==> src/rtl/fetch_address_gen.sv <==
// fetch_address_gen
//
// Instruction-fetch initiator. Owns the program counter and drives the shared memory address
// bus. Load/store accesses from the memory stage take the bus for one cycle per grant. Taken
// branches redirect fetch and hold the fetch stage off for FLUSH_CYCLES cycles.
//
// Optional feature: define FETCH_HALT_EN to honour the `halt` input. When it is undefined,
// `halt` is ignored, HALTED is never entered, and the port stays in place unused.
//
// Parameters
//   RESET_PC      fetch address after reset (word aligned)
//   FLUSH_CYCLES  block_fetch cycles after a branch redirect (1..15)
//
// Ports
//   clock          in   system clock, rising edge
//   reset          in   asynchronous, active-low reset
//   inc_pc         in   fetch stage consumed the instruction at pc
//   branch_taken   in   one-cycle redirect pulse from execute
//   branch_target  in   redirect byte address (bits [1:0] ignored)
//   data_req       in   memory-stage bus request, held until data_grant
//   data_addr      in   load/store byte address
//   data_write     in   1 = store, 0 = load
//   halt           in   level, freezes fetch (FETCH_HALT_EN only)
//   mem_address    out  registered bus address
//   mem_write      out  registered write strobe
//   data_grant     out  registered, one cycle per data access
//   block_fetch    out  registered, fetch stage must insert a NOP
//   pc             out  address of the instruction being fetched

module fetch_address_gen #(
  parameter logic [31:0] RESET_PC     = 32'h0000_0000,
  parameter int unsigned FLUSH_CYCLES = 2
) (
  input  logic        clock,
  input  logic        reset,
  input  logic        inc_pc,
  input  logic        branch_taken,
  input  logic [31:0] branch_target,
  input  logic        data_req,
  input  logic [31:0] data_addr,
  input  logic        data_write,
  input  logic        halt,
  output logic [31:0] mem_address,
  output logic        mem_write,
  output logic        data_grant,
  output logic        block_fetch,
  output logic [31:0] pc
);

  localparam logic [31:0] WordMask  = 32'hFFFF_FFFC;
  localparam logic [3:0]  FlushInit = 4'(FLUSH_CYCLES);

  typedef enum logic [1:0] {StRun, StFlush, StData, StHalted} state_e;

  state_e      state_q, state_d;
  logic [31:0] pc_q, pc_d;
  logic [31:0] mem_address_q, mem_address_d;
  logic        mem_write_q, mem_write_d;
  logic        data_grant_q, data_grant_d;
  logic        block_fetch_q, block_fetch_d;
  logic [3:0]  flush_cnt_q, flush_cnt_d;
  // Set while a data access was started from HALTED, so the block goes back there afterwards.
  logic        ret_halt_q, ret_halt_d;

  logic        halt_req;
  logic        flush_last;
  logic [31:0] target_aligned;
  logic [31:0] data_aligned;
  logic [31:0] pc_inc;

`ifdef FETCH_HALT_EN
  assign halt_req = halt;
`else
  logic unused_halt;
  assign unused_halt = halt;
  assign halt_req    = 1'b0;
`endif

  assign flush_last     = (flush_cnt_q == 4'd1);
  assign target_aligned = branch_target & WordMask;
  assign data_aligned   = data_addr & WordMask;
  assign pc_inc         = pc_q + 32'd4;

  // State register and all registered outputs.
  always_ff @(posedge clock or negedge reset) begin
    if (!reset) begin
      state_q       <= StRun;
      pc_q          <= RESET_PC;
      mem_address_q <= RESET_PC;
      mem_write_q   <= 1'b0;
      data_grant_q  <= 1'b0;
      block_fetch_q <= 1'b0;
      flush_cnt_q   <= 4'd0;
      ret_halt_q    <= 1'b0;
    end else begin
      state_q       <= state_d;
      pc_q          <= pc_d;
      mem_address_q <= mem_address_d;
      mem_write_q   <= mem_write_d;
      data_grant_q  <= data_grant_d;
      block_fetch_q <= block_fetch_d;
      flush_cnt_q   <= flush_cnt_d;
      ret_halt_q    <= ret_halt_d;
    end
  end

  // Next-state logic. Priority: branch > data_req > halt > inc_pc.
  always_comb begin
    state_d = state_q;
    if (branch_taken) begin
      state_d = StFlush;
    end else begin
      unique case (state_q)
        StRun: begin
          if (data_req)      state_d = StData;
          else if (halt_req) state_d = StHalted;
        end
        StFlush: begin
          // data_req and halt wait until RUN.
          if (flush_last) state_d = StRun;
        end
        StData: begin
          if (data_req)        state_d = StData;
          else if (ret_halt_q) state_d = StHalted;
          else                 state_d = StRun;
        end
        StHalted: begin
          if (data_req)       state_d = StData;
          else if (!halt_req) state_d = StRun;
        end
        default: state_d = StRun;
      endcase
    end
  end

  // Next values for the registered outputs and the flush counter.
  always_comb begin
    pc_d          = pc_q;
    mem_address_d = mem_address_q;
    mem_write_d   = 1'b0;
    data_grant_d  = 1'b0;
    block_fetch_d = block_fetch_q;
    flush_cnt_d   = flush_cnt_q;
    ret_halt_d    = ret_halt_q;

    if (branch_taken) begin
      // An access already on the bus completes; it just is not granted again.
      pc_d          = target_aligned;
      mem_address_d = target_aligned;
      flush_cnt_d   = FlushInit;
      block_fetch_d = 1'b1;
      ret_halt_d    = 1'b0;
    end else begin
      unique case (state_q)
        StRun: begin
          if (data_req) begin
            mem_address_d = data_aligned;
            mem_write_d   = data_write;
            data_grant_d  = 1'b1;
            block_fetch_d = 1'b1;
            ret_halt_d    = 1'b0;
          end else if (halt_req) begin
            block_fetch_d = 1'b1;
          end else begin
            block_fetch_d = 1'b0;
            if (inc_pc) begin
              pc_d          = pc_inc;
              mem_address_d = pc_inc;
            end
          end
        end
        StFlush: begin
          flush_cnt_d = flush_cnt_q - 4'd1;
          if (flush_last) block_fetch_d = 1'b0;
        end
        StData: begin
          block_fetch_d = 1'b1;
          if (data_req) begin
            mem_address_d = data_aligned;
            mem_write_d   = data_write;
            data_grant_d  = 1'b1;
          end else begin
            // One recovery cycle with the fetch address back on the bus.
            mem_address_d = pc_q;
          end
        end
        StHalted: begin
          if (data_req) begin
            mem_address_d = data_aligned;
            mem_write_d   = data_write;
            data_grant_d  = 1'b1;
            block_fetch_d = 1'b1;
            ret_halt_d    = 1'b1;
          end else begin
            block_fetch_d = halt_req;
            ret_halt_d    = 1'b0;
          end
        end
        default: begin
          block_fetch_d = 1'b0;
        end
      endcase
    end
  end

  assign pc          = pc_q;
  assign mem_address = mem_address_q;
  assign mem_write   = mem_write_q;
  assign data_grant  = data_grant_q;
  assign block_fetch = block_fetch_q;

endmodule

==> config.mk <==
export PLATFORM = sky130hd
export DESIGN_NAME = fetch_address_gen
export DESIGN_NICKNAME = d
export VERILOG_FILES = /design/src/rtl/fetch_address_gen.sv
export SDC_FILE = /design/constraint.sdc
export NUM_CORES = 1
export LEC_CHECK = 0
export ABC_AREA = 1
export CAP_MARGIN = 20
export CORE_MARGIN = 3
export CORE_UTILIZATION = 49
export DETAILED_ROUTE_END_ITERATION = 6
export PLACE_DENSITY = 0.84
export SLEW_MARGIN = 10
export SYNTH_ARGS = -nofsm -noshare
export SYNTH_HDL_FRONTEND = slang
export SYNTH_SLANG_ARGS = --single-unit
export TNS_END_PERCENT = 100
==> constraint.sdc <==
create_clock -name clock -period 1.75 [get_ports clock]
set_input_delay 0.175 -clock clock [delete_from_list [all_inputs] [get_ports clock]]
set_output_delay 0.175 -clock clock [all_outputs]
set_load 0.005 [all_outputs]
* After elaboration in Yosys (flattened, before gate mapping) *
Cells that the tools add are included.

word-level totals
  bits of input ports = 71
  register bits after elaboration = 74
  output and inout port bits = 67
  logic and storage cells = 61

cells by class
  mux-type cells = 30
  $add $sub $neg = 2
  reductions and logical operators = 12
  equal/unequal tests = 9

operator list
  kind                     number
  $mux W32                 8
  $pmux W32 S3             1
  $add A32 B3 Y32 const B  1
  $mux W2                  6
  $mux W1                  10
  $ne A3 B3 Y1 const B     3
  $mux W4                  2
  $pmux W2 S4              1
  $reduce_and A3 Y1        2
  $reduce_bool A2 Y1       3
  $eq A2 B2 Y1 const B     2
  $eq A4 B1 Y1 const B     1
  $ne A4 B4 Y1 const B     1
  $reduce_and A2 Y1        2
  $reduce_bool A4 Y1       1
  $sub A4 B1 Y4 const B    1
  $pmux W1 S3              1
  $reduce_bool A3 Y1       1
  $reduce_or A3 Y1         1
  $eq A2 B1 Y1 const B     1
  $logic_not A2 Y1         1
  $ne A2 B2 Y1 const B     1
  $pmux W1 S2              1
  $reduce_or A2 Y1         1

* Longest topological paths before layout *
  depth in word-level cells = 5
  depth in mapped cells = 12
  depth with buffers taken out = 12

* Least setup slack after synthesis *
No wires, ideal clock.

  path type = reg-to-reg
  from = register state_q[0]
  to = register mem_address_q[15] (netlist: mem_address[15])
  cell stages (with the launch flop) = 11
  data required time = 1.677 ns
  arrival = 1.537 ns
  period minus slack after synthesis = 1.610 ns
  library setup time = 0.073 ns
  path buffers = 2
  setup slack = 0.140 ns
  cells stage by stage = dfrtp_1 -> inv_1 -> ha_1 -> inv_1 -> o21ai_0 -> nand2_1 -> nand2_1 -> buf_2 -> buf_2 -> a21oi_1 -> a21oi_2

on the way
  cells in the longest elaborated chain, start to end = 3
  elaborated cells on any way between the ends = 9
  those cells by class = eq/ne (4); mux (2); reduce/logical (3)

RTL lines
  what                                                            line  RTL
  start, declared                                                 55    state_e state_q, state_d;
  start signal, assigned                                          87    state_q <= StRun;
  start signal, assigned                                          96    state_q <= state_d;
  $eq A2 B2 Y1 / $logic_not A2 Y1 (equally long branches)         154   unique case (state_q)
  $ne A3 B3 Y1 (no line), or another cell as far along            n/a
  $reduce_and A3 Y1 (no line) / $mux W32 (equally long branches)  n/a
  end signal, assigned                                            98    mem_address_q <= mem_address_d;
  end, declared                                                   57    logic [31:0] mem_address_q, mem_address_d;

Parallel ways exist; a longest one is shown, timed or not.
A chain may end at the register's enable or synchronous reset.

* Worst setup path after layout *
  from = register pc_q[14] (netlist: pc[14])
  to = register mem_address_q[15] (netlist: mem_address[15])

on the way
  cells in the longest elaborated chain, start to end = 5

RTL lines
  what                    line  RTL
  start, declared         56    logic [31:0] pc_q, pc_d;
  start signal, assigned  97    pc_q <= pc_d;
  $add A32 B3 Y32         82    assign pc_inc = pc_q + 32'd4;
  $mux W32                166   if (inc_pc) begin
  $mux W32                156   if (data_req) begin
  $pmux W32 S3            154
  $mux W32                146   if (branch_taken) begin

Every way passes these cells. The select of a mux whose other input is x is not followed.

==> results.md <==
- Aggregate global-route resource usage: 32.2%
- Run status: complete, but fails checks
- Worst setup SP type: flip-flop
- Worst-path fanout max: 5
- Aggregate negative setup slack: -0.174 ns
- Worst vdd rail ir drop: 935 uV
- Final Cycle Share: 103%
- Tightest Hold Check Type: input port to flip-flop
- HPWL after detailed placement: 13.4 mm
- Commonest register cell after synthesis: dfrtp_1
- # clock sinks: 71
- Clock network latency to the later pin of the worst-skew pair: 0.36 ns
- Fraction of final layout cells sized beyond drive strength 1: 19.1%
- Post-place setup slack: -0.0843 ns
- Max Clock Freq: 557 MHz
- First-pass GRT wire length: 29.7 mm
- Routed wire length: 19.4 mm
- Number of cells on the worst hold path: 4
- Number of different library cells in the post-synthesis netlist: 41
- Count of input and output buffers: 130
- Design Power: 9.78 mW
- Clk Tree Root Cell: clkbuf_8
- Signed area change from the synthesized netlist to the final layout: 49.9%
- Starting utilization of the core area: 51.1%
- Final weighted congestion in routability-driven placement: 0.989
- Register area share after synthesis: 34.9%
- Routed length per placed instance: 17.7 um
- Endpoints failing hold: 0
- Leakage power figure: 3.43 nW
- Pins over their slew limit: 0
- Antenna violations before repair: 0
- Number of core rows: 36
- Number of H-tree branching levels: 3
- Area of the mapped netlist: 5090 um^2
- Remaining global-route overflow: 0
- Height of the die: 108 um
- Maximum number of pins on one net before global-route repair: 72
- Width of the chip: 108 um
- Leading cell types in the layout, fill and taps excluded: nand2_1, clkdlybuf4s50_1, nor2_1
- Via count normalized by instance count: 5.68
- TritonCTS Buffers: 9
- Reg2reg end: mem_address[15]
- Number of cell instances on the worst register-to-register path: 10
- Post-Route Skew: 0.00743 ns
- Async set or reset register ratio after synthesis: 100%
- Total power per unit cell area: 1280 nW/um^2
- Synthesized flop and latch total: 71
- FF+latch area: 1780 um^2
- Worst flop-to-flop path startpoint: pc[14]
- Top Ports: 138
- Critical Path End Type: flip-flop
- Diodes inserted: 0
- Fraction of the core area covered by cells at the end of the flow: 76.6%
- CTS tree: built
- Via count: 6193
- Destination of the worst hold path: flush_cnt_q[2]
- Number of failing setup endpoints in the final timing report: 9
- Mapped Cells: 762
- Placeable core region: 9950 um^2
- Fill count: 750
- DRC violations left: 0
- Avg Inst Size Synth: 6.68 um^2
- Register clock-pin slew on the reported worst setup and hold paths: 0.08 ns
- Register-to-register setup slack: -0.04 ns
- Violations in the final reports: negative setup slack
- DRT Pass-1 Iters: 5
- Via count of the first global-routing pass: 6145
- Nets: 1032
- Combined area of the multi-input logic cells: 3090 um^2
- EDFF count, synth: 0
- Die footprint: 11600 um^2
- Number of warnings reported in the yosys synthesis log: 0
- Clock period minus final worst setup slack: 1.79 ns
- Data required, critical path: 2.04 ns
- Worst Min Path Start: branch_taken
- Commonest non-fill, non-tap cell in the layout: nand2_1
- Worst path setup slack after routing: -0.0444 ns
- Post-route antenna net violation count: 0
- Number of maximum-capacitance constraint violations: 0
- Buffer levels on the longest clock path: 2
- DR iter-0 viols: 421
- Arrival time worst endpoint: 2.09 ns
- RSZ-0062 raised after global routing: true
- Startpoint-to-endpoint class of the critical path: flip-flop to flip-flop
-- timing repair --
action	in CTS	in global routing
pin swaps	2	30
gates resized for setup	8	96
hold endpoints to repair	71	0
setup buffers	1	17
hold buffers	1	0
setup endpoints to repair	24	39
gates cloned	0	1
-- layer usage --
layer  global-route usage, %  vias to the layer above  wire, um
met5                       0                        -         0
met3                    4.50                       57      1520
met4                    13.3                        0       646
met1                    40.5                     2905      7570
li1                        -                     2885         -
met2                    55.4                      346      9620
-- kinds of logic after synthesis --
logic type | share of synthesized area [%]
simple gates | 31.6
compound gates | 20.9
buf+inv | 9.27
flops | 34.9
fa+ha+maj | 1.97
xor+xnor | 1.20
other cells | 0.0737
-- worst max-delay path, stage by stage (launching register included) --
cell and delay, ns:
dfrtp_1 0.42, nand2_1 0.13, nor2_1 0.24, nand2_1 0.16, nor2_4 0.26, nand2_1 0.08, nand2_1 0.09, nor2_1 0.04
o21ai_1 0.13, nand2_1 0.08, a21oi_2 0.11
-- synth_stat cells, types with 2 or more instances --
cell | instances | share of area (%)
nor3_1 | 3 | 0.29
ha_1 | 8 | 2.0
a31oi_1 | 4 | 0.49
o21ai_2 | 2 | 0.34
o21ai_1 | 4 | 0.39
nand3b_1 | 2 | 0.29
o211ai_1 | 12 | 1.8
inv_1 | 72 | 5.3
o22ai_1 | 6 | 0.74
nor2_1 | 118 | 8.7
buf_4 | 3 | 0.44
dfrtp_1 | 71 | 35
o221ai_1 | 8 | 1.4
nand2_1 | 202 | 15
nand3_1 | 36 | 3.5
nor2_2 | 6 | 0.74
a21oi_2 | 5 | 0.86
and2_1 | 6 | 0.74
nand2_2 | 2 | 0.25
buf_2 | 14 | 1.4
o21ai_0 | 43 | 4.2
a21oi_1 | 62 | 6.1
inv_2 | 2 | 0.15
nor2_4 | 3 | 0.66
clkbuf_1 | 14 | 1.0
a22oi_1 | 27 | 4.0
nand2_4 | 2 | 0.44
xor2_1 | 6 | 1.0
a221oi_1 | 2 | 0.34
buf_1 | 4 | 0.29
nand4_1 | 3 | 0.37
-- metrics by stage --
stage	hold WS (ns)	std cells	area (um^2)
after global placement	0.239	1055	6910
final	0.336	1091	7630
after detailed placement	0.242	1055	6910
after CTS	0.268	1073	7160
after floorplan	-0.121	763	5090
after global routing	0.323	1091	7630
-- worst max path at each step --
stage               startpoint              end  slack (ns)  depth (start not counted)
floorplan           state_q[0]  mem_address[15]        0.14                         10
global placement         pc[2]  mem_address[18]       -0.01                         11
detailed placement    data_req   mem_address[4]       -0.08                          8
CTS                      pc[2]  mem_address[29]       0.001                         12
global route             pc[3]   mem_address[6]       -0.15                          9
finish                  pc[14]  mem_address[15]       -0.04                         10
-- power breakdown --
group          internal, mW  switching (mW)
clock network         0.772           0.666
registers              2.21           0.448
logic                  2.81            2.87
-- registers in the layout, summed over array words and instances, names as in the netlist --
name and cells:
block_fetch 1, data_grant 1, flush_cnt_q 4, mem_address 31
mem_write 1, pc 30, ret_halt_q 1, state_q 2
-- area by class of cell --
type / count / share of cell area (%)
multi-input combinational: 580 / 40.6
timing repair buffer: 217 / 27.5
sequential: 71 / 23.3
inverter: 74 / 3.74
clock buffer: 13 / 2.21
tap: 133 / 2.18
clock inverter: 3 / 0.525
Note: power is estimated with default switching activity, not from simulation.
==> RTL change 1: new RTL, same settings <==
Build with the macro `FETCH_HALT_EN` defined.
--- a/src/rtl/fetch_address_gen.sv
+++ b/src/rtl/fetch_address_gen.sv
@@ -26,6 +26,8 @@
 //   data_grant     out  registered, one cycle per data access
 //   block_fetch    out  registered, fetch stage must insert a NOP
 //   pc             out  address of the instruction being fetched
+
+`define FETCH_HALT_EN
 
 module fetch_address_gen #(
   parameter logic [31:0] RESET_PC     = 32'h0000_0000,
Behaviour: not the same (Yosys sat finds a counterexample within 4 cycles, from zero or initial values and one cycle with reset low).
==> RTL change 1 against the original RTL <==
- the run still ends with negative setup slack left
- utilization fell by 6.0 points
- critical path depth is 4 higher
- power shrank 16%
- final area down 3.1%
- clock skew is 0.0022 ns higher
- sequential share of layout area is 0.74 points higher
- sequential cell count stayed put
- clock power grew 9%
- largest cell class unchanged
- sequential power is 6% lower
- setup slack improved by 0.0027 ns
- routed wire length shrank 8.5%
- critical endpoint is now mem_address[31]
- synthesized area up 4.8%
==> RTL change 1: results (changes against the original RTL) <==
status: "complete, but fails checks"  # unchanged
failed_checks: "negative setup slack"  # unchanged
pre_cts_ws_ns: -0.0375  # was -0.0843 ns
wl_per_cell_um: 16.7  # was 17.7 um
rr_endpoint: "mem_address[31]"  # was mem_address[15]
seq_power_w: 0.00251  # was 0.00266 W
first_iter_violations: 505  # was 421
track_usage_pct: 28.2  # was 32.2%
intPower_w: 0.00504  # was 0.00579 W
fin_ws_ns: -0.0416  # was -0.0444 ns
synth_commonest_cells: "nand2_1, dfrtp_1, nor2_1"  # was nand2_1, nor2_1, inv_1
layout.nonclk_buf_share_pct: 24.3  # was 27.5%
p_clk_w: 0.00157  # was 0.00144 W
ys_types: 40  # was 41
cts_resized: 5  # was 8
ys_top_cells_by_area: "dfrtp_1, nand2_1, a21oi_1"  # was dfrtp_1, nand2_1, nor2_1
hold_path_end: "mem_address[4]"  # was flush_cnt_q[2]
report.final.setup_viol: 2  # was 9
arrival_ns: 2.05  # was 2.09 ns
skew_ns: 0.00966  # was 0.00743 ns
peakVddDrop_mv: 0.706  # was 0.935 mV
placed_area_um2: 6830  # was 6910 um2
nNonClkInverters: 59  # was 74
switching_share_pct: 38.9  # was 40.7%
static-leakage-power_nw: 3.33  # was 3.43 nW
first_pass_iters: 7  # was 5
ys_seq_area_share_pct: 33.3  # was 34.9%
seq_cells: 71  # unchanged
nMultiInputCombCells: 594  # was 580
die_width_um: 110  # was 108 um
grt_pass1_vias: 5415  # was 6145
grt_pass1_wl_um: 26600  # was 29700 um
clkbuf_count: 9  # was 13
layout-drive-gt1-share_pct: 16.4  # was 19.1%
final_area_um2: 7390  # was 7630 um2
max_stage_delay_ns: 0.36  # was 0.42 ns
## RTL change 1: changes by cell type after synthesis, sizes merged, moves of 12 or more
cell	unedited run	this run
a21oi	67	53
clkbuf	15	29
inv	74	59
nand2	206	288
nor2	128	79
o211ai	12	24
## RTL change 1: metrics by stage
step | hold WS [ns] | instances
2_1_floorplan | -0.121 | 769
3_3_place_gp | 0.239 | 1036
3_5_place_dp | 0.243 | 1036
5_1_grt | 0.283 | 1063
6_report | 0.268 | 1063
4_1_cts | 0.241 | 1054
## RTL change 1: how the worst max path moves through the flow
| stage | start | endpoint | slack (ns) | depth (start not counted) |
|---|---|---|---|---|
| finish | pc[2] | mem_address[31] | -0.04 | 14 |
| floorplan | state_q[0] | mem_address[12] | 0.07 | 10 |
| global route | pc[2] | mem_address[31] | -0.19 | 14 |
| CTS | state_q[1] | mem_address[14] | 0.003 | 8 |
| detailed placement | state_q[0] | mem_address[25] | -0.04 | 9 |
| global placement | state_q[0] | mem_address[25] | 0.01 | 9 |
## RTL change 1: cell families after synthesis
family / after synthesis / synth area share, %
buffers and inverters: 104 / 11.0
and+or+nand+nor: 399 / 31.6
xor gates and xnor gates: 15 / 2.89
adders and majority gates: 7 / 1.64
other: 1 / 0.0703
DFF: 71 / 33.3
AOI/OAI and AO/OA: 171 / 19.5
## RTL change 1: worst max-delay path: cells and delay by family, from the launching register on
family | cells | cell delay, ns
buffers and inverters | 2 | 0.20
AO/OA/AOI/OAI | 1 | 0.05
AND/OR/NAND/NOR | 11 | 1.11
flip-flops | 1 | 0.36
## RTL change 1: per-layer routing
layer	track usage [%]	vias to the layer above	wire, um	share of wire [%]
met4	10.4	0	421	2.4
met2	45.8	314	8260	47
met3	4.72	36	1670	9.4
li1	-	2819	-	-
met5	0	-	0	0
met1	38.0	2739	7370	42
==> RTL change 2: new RTL, same flow settings <==
Made on the original files. Make the reset (`reset`) synchronous in one clocked block. Comments in the files are not updated.
--- a/src/rtl/fetch_address_gen.sv
+++ b/src/rtl/fetch_address_gen.sv
@@ -82,7 +82,7 @@
   assign pc_inc         = pc_q + 32'd4;
 
   // State register and all registered outputs.
-  always_ff @(posedge clock or negedge reset) begin
+  always_ff @(posedge clock) begin
     if (!reset) begin
       state_q       <= StRun;
       pc_q          <= RESET_PC;
Behaviour: differs if reset is asserted again (counterexample within 4 cycles, from zero or initial values and one cycle with reset low); with reset held inactive, the same outputs for 4 cycles.
==> RTL change 2 against the original RTL <==
- the run still ends with negative setup slack left
- die area shrank 3.1%
- setup slack gained 0.024 ns
- hold slack lost 0.13 ns
- non-clock buffer count shrank 22
- sequential cell count shrank 1
- routed wire length shrank 3.9%
- final area shrank 5.9%
- first-iteration DRC count grew 48%
- synthesized area shrank 3.2%
- critical path type unchanged
Power is not compared: it rests on default switching activity, and its combinational part moved more than twofold at a synthesized area within 25%.
==> RTL change 2: results (changes against the original RTL) <==
syn_inst: 783  # was 762
rr_endpoint: "mem_address[20]"  # was mem_address[15]
hold_depth: 3  # was 4
num-fill-cells: 718  # was 750
fin_ws_ns: -0.0203  # was -0.0444 ns
first_pass_iters: 6  # was 5
placed_area_um2: 6670  # was 6910 um2
synth-async-reset-ratio_pct: 0  # was 100%
track_usage_pct: 30.7  # was 32.2%
pre_cts_ws_ns: -0.0830  # was -0.0843 ns
ys_top_cells_by_area: "dfxtp_1, nand2_1, a21oi_1"  # was dfrtp_1, nand2_1, nor2_1
arrival_ns: 2.02  # was 2.09 ns
layout-drive-gt1-share_pct: 18.7  # was 19.1%
place_inst: 1058  # was 1055
r2r_cells: 14  # was 10
routabilityCongestion: 0.924  # was 0.989
wl_um: 18600  # was 19400 um
first_iter_violations: 622  # was 421
ys_seq_area_share_pct: 28.5  # was 34.9%
skew_ns: 0.00893  # was 0.00743 ns
yosys_warnings: 0  # unchanged
avgViaCountPerCell: 5.82  # was 5.68
status: "complete, but fails checks"  # unchanged
grt_max_degree: 55  # was 72
startpoint: "pc[3]"  # was pc[14]
report.final.setup_viol: 3  # was 9
grt_pass1_wl_um: 28000  # was 29700 um
failed_checks: "negative setup slack"  # unchanged
synth_commonest_cells: "nand2_1, dfxtp_1, a21oi_1"  # was nand2_1, nor2_1, inv_1
hpwl_um: 12700  # was 13400 um
hold_path_end: "data_grant"  # was flush_cnt_q[2]
-- RTL change 2: cell count changes after synthesis, moves of 5 or more --
cell,delta
nand2_2,+5
a21boi_1,+8
a22oi_1,-10
nor2_1,-76
dfxtp_1,+70
o211ai_1,-7
nand3_1,-13
xor2_1,+6
clkbuf_1,+7
inv_1,-28
nand2_1,+101
a31oi_1,+23
dfrtp_1,-71
a21oi_1,+6
-- RTL change 2: how the worst max path moves through the flow --
stage | to | cells after the start
finish | mem_address[20] | 14
global route | mem_address[20] | 14
CTS | mem_address[13] | 12
detailed placement | mem_address[7] | 8
global placement | mem_address[3] | 8
floorplan | mem_address[2] | 12
-- RTL change 2: cells by family after synthesis --
family | synth area share [%]
flops | 28.5
fa+ha+maj | 1.78
other cells | 0.0761
compound gates | 22.6
simple gates | 35.3
xor+xnor | 3.30
buf+inv | 8.51
-- RTL change 2: power breakdown --
group	switching [W]	internal [W]
Clock	0.000621	0.000615
Combinational	0.000752	0.000723
Sequential	0.000109	0.00172
Total	0.00148	0.00306
-- RTL change 2: area by class of cell --
type,count,area (um2),area share (%)
flip-flops and latches,70,1420,19.8
repair buffers,195,1890,26.3
well taps,129,161,2.25
inverters,53,214,2.98
clock buffers,13,169,2.35
multi-input cells,620,3320,46.2
clock inverters,1,5.00,0.0697
-- RTL change 2: critical path, cell delays in order (launching register included) --
cell	delay [ns]
dfxtp_2	0.36
ha_4	0.16
nand2_4	0.06
nor2_4	0.16
nand2_4	0.11
nor2_4	0.25
nand2_1	0.09
nand2_1	0.08
nand2_2	0.06
nand2_1	0.05
nand2_1	0.05
nand2_1	0.05
nand2_1	0.05
nand2_1	0.08
a21oi_2	0.05
-- RTL change 2: per-stage QoR --
stage	power, W	setup TNS (ns)	hold slack (ns)
floorplan	0.00248	0	0.341
global placement	0.00315	0	0.475
detailed placement	0.00319	-0.761	0.488
CTS	0.00443	-0.00148	0.199
global route	0.00474	-1.00	0.250
finish	0.00454	-0.0382	0.209
-- RTL change 2: per-layer routing --
metal / track usage [%] / routed length [um]
met1: 36.9 / 6880
met2: 51.6 / 8920
met3: 6.62 / 2140
met4: 15.4 / 677
met5: 0 / 0
-- RTL change 2: what timing repair did --
action / CTS / global route
gates resized for setup: 18 / 67
gates cloned: 0 / 1
setup endpoints to repair: 37 / 56
setup buffers: 3 / 5
hold buffers: 0 / 0
pin swaps: 7 / 26
